==> config.mk <==
export PLATFORM = sky130hd
export DESIGN_NAME = score_bcd_keeper
export DESIGN_NICKNAME = d
export VERILOG_FILES = /design/src/rtl/score_bcd_keeper.sv
export SDC_FILE = /design/constraint.sdc
export NUM_CORES = 1
export LEC_CHECK = 0
export ABC_AREA = 1
export BUFFER_PORTS_ARGS = -buffer_cell sky130_fd_sc_hd__clkbuf_2
export CAP_MARGIN = 0
export CORE_MARGIN = 2
export CORE_UTILIZATION = 25
export DETAILED_ROUTE_END_ITERATION = 16
export PLACE_DENSITY_LB_ADDON = 0.25
export SETUP_SLACK_MARGIN = 0.5
export SKIP_CTS_REPAIR_TIMING = 1
export SKIP_LAST_GASP = 1
export SLEW_MARGIN = 20
export SYNTH_ARGS = -nofsm -noshare
export SYNTH_HDL_FRONTEND = slang
export SYNTH_SLANG_ARGS = --single-unit
==> constraint.sdc <==
create_clock -name clk -period 3 [get_ports clk]
set_clock_uncertainty 0.15 [all_clocks]
set_input_delay 0.15 -clock clk [delete_from_list [all_inputs] [get_ports clk]]
set_output_delay 0.15 -clock clk [all_outputs]
set_load 0.1 [all_outputs]
==> src/rtl/score_bcd_keeper.sv <==
// rtl/score_bcd_keeper.sv - shot score/attempt BCD keeper with scan pulse; optional SCORE_BLANK_EN leading-zero blanking
module score_bcd_keeper #(
    parameter int CLK_HZ  = 100_000_000,
    parameter int SCAN_HZ = 4_000
) (
    input  logic       clk,
    input  logic       rst_n,
    input  logic       add_valid,
    input  logic [1:0] add_pts,
    output logic       add_ready,
    input  logic       clear,
    output logic       scan_en,
    output logic [3:0] d3,
    output logic [3:0] d2,
    output logic [3:0] d1,
    output logic [3:0] d0,
    output logic       busy,
    output logic       overflow
);

    localparam int DIV   = CLK_HZ / SCAN_HZ;
    localparam int DIV_W = (DIV > 1) ? $clog2(DIV) : 1;
    localparam logic [DIV_W-1:0] DIV_LAST = DIV_W'(DIV - 1);

    typedef enum logic {
        IDLE = 1'b0,
        INC  = 1'b1
    } state_t;

    state_t           state;
    state_t           next_state;
    logic [3:0]       s1, s0, a1, a0;
    logic [1:0]       rem;
    logic             ovf_q;
    logic [DIV_W-1:0] div_cnt;
    logic             take;
    logic             score_max;
    logic             att_max;

    assign add_ready = (state == IDLE) && !clear;
    assign take      = add_valid && add_ready;
    assign busy      = (state == INC);
    assign overflow  = ovf_q;
    assign score_max = (s1 == 4'd9) && (s0 == 4'd9);
    assign att_max   = (a1 == 4'd9) && (a0 == 4'd9);
    assign scan_en   = (div_cnt == DIV_LAST);

    // State register
    always_ff @(posedge clk) begin
        if (!rst_n) begin
            state <= IDLE;
        end else begin
            state <= next_state;
        end
    end

    // Next state: a non-zero shot enters INC, the last remaining point returns to IDLE
    always_comb begin
        next_state = state;
        if (clear) begin
            next_state = IDLE;
        end else begin
            case (state)
                IDLE:    if (take && (add_pts != 2'd0)) next_state = INC;
                INC:     if (rem == 2'd1) next_state = IDLE;
                default: next_state = IDLE;
            endcase
        end
    end

    // Score, attempts, remaining points and sticky overflow
    always_ff @(posedge clk) begin
        if (!rst_n || clear) begin
            s1    <= 4'd0;
            s0    <= 4'd0;
            a1    <= 4'd0;
            a0    <= 4'd0;
            rem   <= 2'd0;
            ovf_q <= 1'b0;
        end else begin
            if (take) begin
                if (!att_max) begin
                    if (a0 == 4'd9) begin
                        a0 <= 4'd0;
                        a1 <= a1 + 4'd1;
                    end else begin
                        a0 <= a0 + 4'd1;
                    end
                end
                if (add_pts != 2'd0) begin
                    rem <= add_pts;
                end
            end
            if (state == INC) begin
                if (!score_max) begin
                    if (s0 == 4'd9) begin
                        s0 <= 4'd0;
                        s1 <= s1 + 4'd1;
                    end else begin
                        s0 <= s0 + 4'd1;
                    end
                end else begin
                    ovf_q <= 1'b1;
                end
                rem <= rem - 2'd1;
            end
        end
    end

    // Free-running scan divider; clear deliberately leaves it alone
    always_ff @(posedge clk) begin
        if (!rst_n) begin
            div_cnt <= '0;
        end else if (div_cnt == DIV_LAST) begin
            div_cnt <= '0;
        end else begin
            div_cnt <= div_cnt + 1'b1;
        end
    end

    // Digit drive; tens digits optionally blanked with the encoder's blank code
    always_comb begin
        d2 = a0;
        d0 = s0;
`ifdef SCORE_BLANK_EN
        d3 = (a1 == 4'd0) ? 4'hF : a1;
        d1 = (s1 == 4'd0) ? 4'hF : s1;
`else
        d3 = a1;
        d1 = s1;
`endif
    end

endmodule

* Yosys cells after proc, flatten, opt, wreduce, memory -nomap -nowiden
Index checks and enable logic that the tools add are counted.
** Word-level totals
- Bits in registers :: 35
- Latch bits :: 0
- RAM bits :: 0
- Memory bits (read-only) :: 0
- Input bits :: 6
- Word-level logic and storage cells :: 51
- Memories :: 0
** Cells by class
- Add/subtract/negate cells :: 6
- Multipliers :: 0
- Div/mod/pow operators :: 0
- Order comparisons :: 0
- Equal/unequal tests :: 6
- Shifts and indexed selects :: 0
- Multiplexer cells :: 8
- Bitwise gates (word level) :: 4
- Reductions and logical operators :: 19
** Operators by type and width (count)
- $add A4 B1 Y4 const B :: 4
- $eq A4 B4 Y1 const B :: 4
- $add A15 B1 Y15 const B :: 1
- $eq A15 B15 Y1 const B :: 1
- $mux W4 :: 2
- $reduce_and A2 Y1 :: 4
- $mux W2 :: 3
- $reduce_and A3 Y1 :: 2
- $reduce_bool A2 Y1 :: 3
- $logic_and A1 B1 Y1 :: 5
- $not A1 Y1 :: 4
- $reduce_or A2 Y1 :: 2
- $eq A2 B1 Y1 const B :: 1
- $logic_not A1 Y1 :: 2
- $mux W1 :: 2
- $pmux W1 S2 :: 1
- $sub A2 B1 Y2 const B :: 1
- $logic_or A1 B1 Y1 :: 1

* Logic depth before layout (Yosys ltp)
- Depth after elaboration :: 6
- Mapped depth :: 8
- Gate-level depth less buffers :: 8

* Worst setup path before layout
No wires, ideal clock.
- Kind :: register -> register
- Start :: register state (netlist: busy)
- End :: register a1[0] (netlist: d3[0])
- Setup time :: 117 ps
- Data arrival time :: 2328 ps
- Setup slack :: 405 ps
- Stages on the path, launching flop included :: 9
- Path buffers :: 0
- Cells stage by stage :: dfxtp_1 > nor2_2 > nand2_2 > clkinv_2 > nand2_2 > nor2_4 > nand2_1 > nand2_1 > nor2_1
** Between the ends
- Cells in the longest elaborated chain, start to end :: 4
** Ends and longest elaborated chain
- start: declaration :: RTL line 30 : state_t state;
- start signal: assignment :: RTL line 53 : state <= next_state;
- $not A1 Y1
- $logic_and A1 B1 Y1 :: RTL line 40 : assign add_ready = (state == IDLE) && !clear;
- via add_ready :: RTL line 10 : output logic add_ready,
- $logic_and A1 B1 Y1 :: RTL line 41 : assign take = add_valid && add_ready;
- $reduce_and A3 Y1 (no source line)
- end signal: assignment :: RTL line 85 : a1 <= a1 + 4'd1;
- end: declaration :: RTL line 32 : logic [3:0] s1, s0, a1, a0;
The timed path passes the listed nets, and every way through them passes these cells.
A chain may end at the register's enable or synchronous reset.

* Worst setup path after layout
- Start :: register div_cnt[0]
- End :: output scan_en
** Between the ends
- Cells in the longest elaborated chain, start to end :: 1
** Ends and longest elaborated chain
- start: declaration :: RTL line 35 : logic [DIV_W-1:0] div_cnt;
- start signal: assignment :: RTL line 117 : div_cnt <= div_cnt + 1'b1;
- $eq A15 B15 Y1 :: RTL line 46 : assign scan_en = (div_cnt == DIV_LAST);
- end: declaration :: RTL line 12 : output logic scan_en,
Every way passes these cells.

==> qor.csv <==
stage;metric;value;unit
run_status;status;completed;
logic_synthesis;synth_nets;270;
placed_design;place_inst;376;
timing;finalCritPeriodShare;65.4;%
worst_setup_path;reg2regPathDepth;7;
placed_design;portBuffers;25;
logic_synthesis;yosys_register_bits;35;
final_layout;antenna_cells;0;
power;power_density;419;mW/mm^2
clocking;cts_tree;built;
power;p_leak;0.803;nW
global_routing;grt_overflow;0;
die;rows;30;
worst_setup_path;ff2ff_setup_slack;1.45;ns
logic_synthesis;synth_area;0.00180;sq mm
worst_hold_path;whs_path_depth;3;
placed_design;dp_hpwl;2820;um
clocking;cts.path.max_buffers;2;
timing;slew_headroom;63.8;%
worst_hold_path;hold_path.class;primary input to register;
global_routing;top_usage_layer;met2;
drt;wirelength;3820;um
placed_design;pre_cts_slack;1.32;ns
drt;drt-wirelength-per-cell;9.97;um
drt;dr_total_vias;1640;
timing;fin_tns_setup;0;ns
logic_synthesis;synth-async-reset-ratio;0;%
worst_setup_path;critPathRequiredTime;2.70;ns
final_layout;finish.net_count;299;
worst_setup_path;crit_type;register to output pin;
worst_hold_path;min_from;add_pts[1];
power;irDropWorstVdd;0.000176;V
logic_synthesis;post-synth-top-count-cell;nand2_1;
drt;drtPass1Iterations;4;
global_routing;antenna_found_initial;0;
placed_design;place_area;0.00203;sq mm
worst_setup_path;crit_path_max_fanout;4;
die;die_h;88.9;um
logic_synthesis;synth-seq-area-share;38.9;%
timing;tightest_slew;0.545;ns
timing;hold_viol_final;0;
power;pwr-share-comb;6.9;%
power;p_seq_share;53.7;%
logic_synthesis;yosys.area.top_type;dfxtp_1;
worst_hold_path;min_to;rem[1];
clocking;path_clk_slew;0.07;ns
timing;final-setup-viol-count;0;
global_routing;met1_usage;14.4;%
final_layout;post-route-util;30.9;%
final_layout;nFillCells;775;
logic_synthesis;synth_area_per_cell;6.99;sq um
global_routing;grt_max_degree;15;
die;io_pins;26;
worst_setup_path;rr_startpoint;busy;
timing;fin_crit;1.96;ns
drt;drt-initial-drc-count;47;
timing;maxSlewViolCount;0;
global_routing;grt_pass1_vias;1469;
die;coreArea;0.00687;sq mm
clocking;cts.sinks;35;
power;p_clk_share;39.4;%
timing;timing.final.ws_setup;1.04;ns
clocking;cts_made_buffers;5;
logic_synthesis;synth_flop_cell;dfxtp_1;
power;p_int;666;uW
power;netSwitchingFraction;25.1;%
clocking;cts_root_buffer;clkbuf_8;
die;dieWidth;88.9;um
final_layout;final_area;0.00212;sq mm
logic_synthesis;yosysTopAreaCellShare;38.9;%
logic_synthesis;synthCells;258;
timing;rsz0062_at_grt;no;
global_routing;grt_pass1_wl;6600;um
run;max_cap_violations;0;
global_routing;grt_use_total;10.7;%
drt;route.detailed.drc;0;
final_layout;drive_above_1_share;17.1;%
logic_synthesis;synth-edff-count;0;
logic_synthesis;ys_types;26;
die;initial_core_util;26.2;%
worst_setup_path;end_kind;output pin;
logic_synthesis;synthTopCellsByArea;dfxtp_1, nand2_1, nor2_1;
final_layout;area_delta_synth_final;17.7;%
global_routing;grtUsageMet2;16.1;%
worst_setup_path;cp.arrival;1.66;ns
clocking;h-tree-depth;2;
timing;max_freq;510;MHz
power;switchingPower;224;uW
worst_setup_path;startpoint_type;register;
global_routing;grtUsageMet3;4.06;%
final_layout;layoutNonFillerInstCount;383;
drt;routed_via_density;4.28;
clocking;clk_latency;0.29;ns
die;dieArea;0.00791;sq mm
drt;ant_nets;0;
logic_synthesis;yosys_warnings;0;
worst_setup_path;timing.rr.end;d2[0];
placed_design;globalplace.congestion;0.771;
logic_synthesis;synth.top_cells.by_count;nand2_1, dfxtp_1, nor2_1, inv_1, nand3_1;
power groups by stage:
stage                     Sequential (mW)  Combinational (mW)  Clock (mW)
after floorplan                     0.496              0.0393           0
after CTS                           0.478              0.0627       0.363
after global routing                0.479              0.0684       0.384
after detailed placement            0.489              0.0626           0
final                               0.478              0.0615       0.351
after global placement              0.488              0.0620           0
flip-flops by register name, summed over array words and instances, names as in the netlist:
name and count:
overflow 1, d2 4, rem 2, d1 4
busy 1, d0 4, div_cnt 15, d3 4
cell type report:
| class | count | area, sq um | share of cell area [%] |
|---|---|---|---|
| clock buffers | 6 | 82.6 | 3.89 |
| clock inverters | 1 | 5.00 | 0.236 |
| inverters | 31 | 118 | 5.54 |
| multi-input cells | 189 | 971 | 45.8 |
| flip-flops and latches | 35 | 701 | 33.0 |
| well taps | 96 | 120 | 5.66 |
| repair buffers | 25 | 125 | 5.90 |
kinds of logic (layout without fill, tap and decap cells):
| logic type | Yosys count | after routing | synth area share [%] |
|---|---|---|---|
| and+or+nand+nor | 142 | 142 | 35.3 |
| DFF | 35 | 35 | 38.9 |
| buffers and inverters | 34 | 63 | 7.56 |
| AOI/OAI and AO/OA | 30 | 30 | 8.81 |
| xor gates and xnor gates | 11 | 11 | 5.34 |
| adders and majority gates | 6 | 6 | 4.16 |
critical path: stages (launching register included):
cell and delay (ns):
dfxtp_1 0.37, ha_1 0.23, nand2_1 0.07, nor2_1 0.12, nand2_1 0.09, inv_1 0.06
clkbuf_2 0.44
metal layers:
metal  part of all wire, %  vias to the layer above
met3                   5.0                        5
met2                    44                       22
met5                     0                        -
met4                   1.3                        0
met1                    50                      735
li1                      -                      878
worst max path at each step:
stage | slack, ns | startpoint | to | depth (start not counted)
after CTS | 1.01 | div_cnt[0] | scan_en | 6
final | 1.04 | div_cnt[0] | scan_en | 6
after global routing | 0.91 | div_cnt[0] | scan_en | 6
after detailed placement | 1.32 | div_cnt[0] | scan_en | 6
after global placement | 1.34 | div_cnt[0] | scan_en | 6
after floorplan | 0.75 | busy | d3[0] | 8
per-stage QoR:
stage	hold WS, ns	total power [mW]
after floorplan	0.168	0.536
after global placement	0.296	0.550
after detailed placement	0.306	0.551
after CTS	0.00603	0.903
after global routing	0.0506	0.932
final	0.00577	0.890
layout by cell type (no fill, tap or decap):
| cell | count |
|---|---|
| nand2_1 | 63 |
| dfxtp_1 | 35 |
| nor2_1 | 32 |
| inv_1 | 29 |
| clkbuf_2 | 25 |
| nand3_1 | 23 |
| a21oi_1 | 22 |
| xor2_1 | 7 |
| nand4_1 | 6 |
| ha_1 | 6 |
| clkbuf_8 | 6 |
| nor2_2 | 5 |
| nand2_2 | 4 |
| xnor2_1 | 4 |
| o21ai_0 | 4 |
| nor2_4 | 2 |
| nand3_2 | 2 |
| or2_2 | 2 |
| clkinv_2 | 2 |
| or2_0 | 2 |
| a22oi_1 | 1 |
| o21a_1 | 1 |
| a31oi_1 | 1 |
| nor3b_1 | 1 |
| a21boi_0 | 1 |
| inv_2 | 1 |
Note: power is estimated with default switching activity, not from simulation.
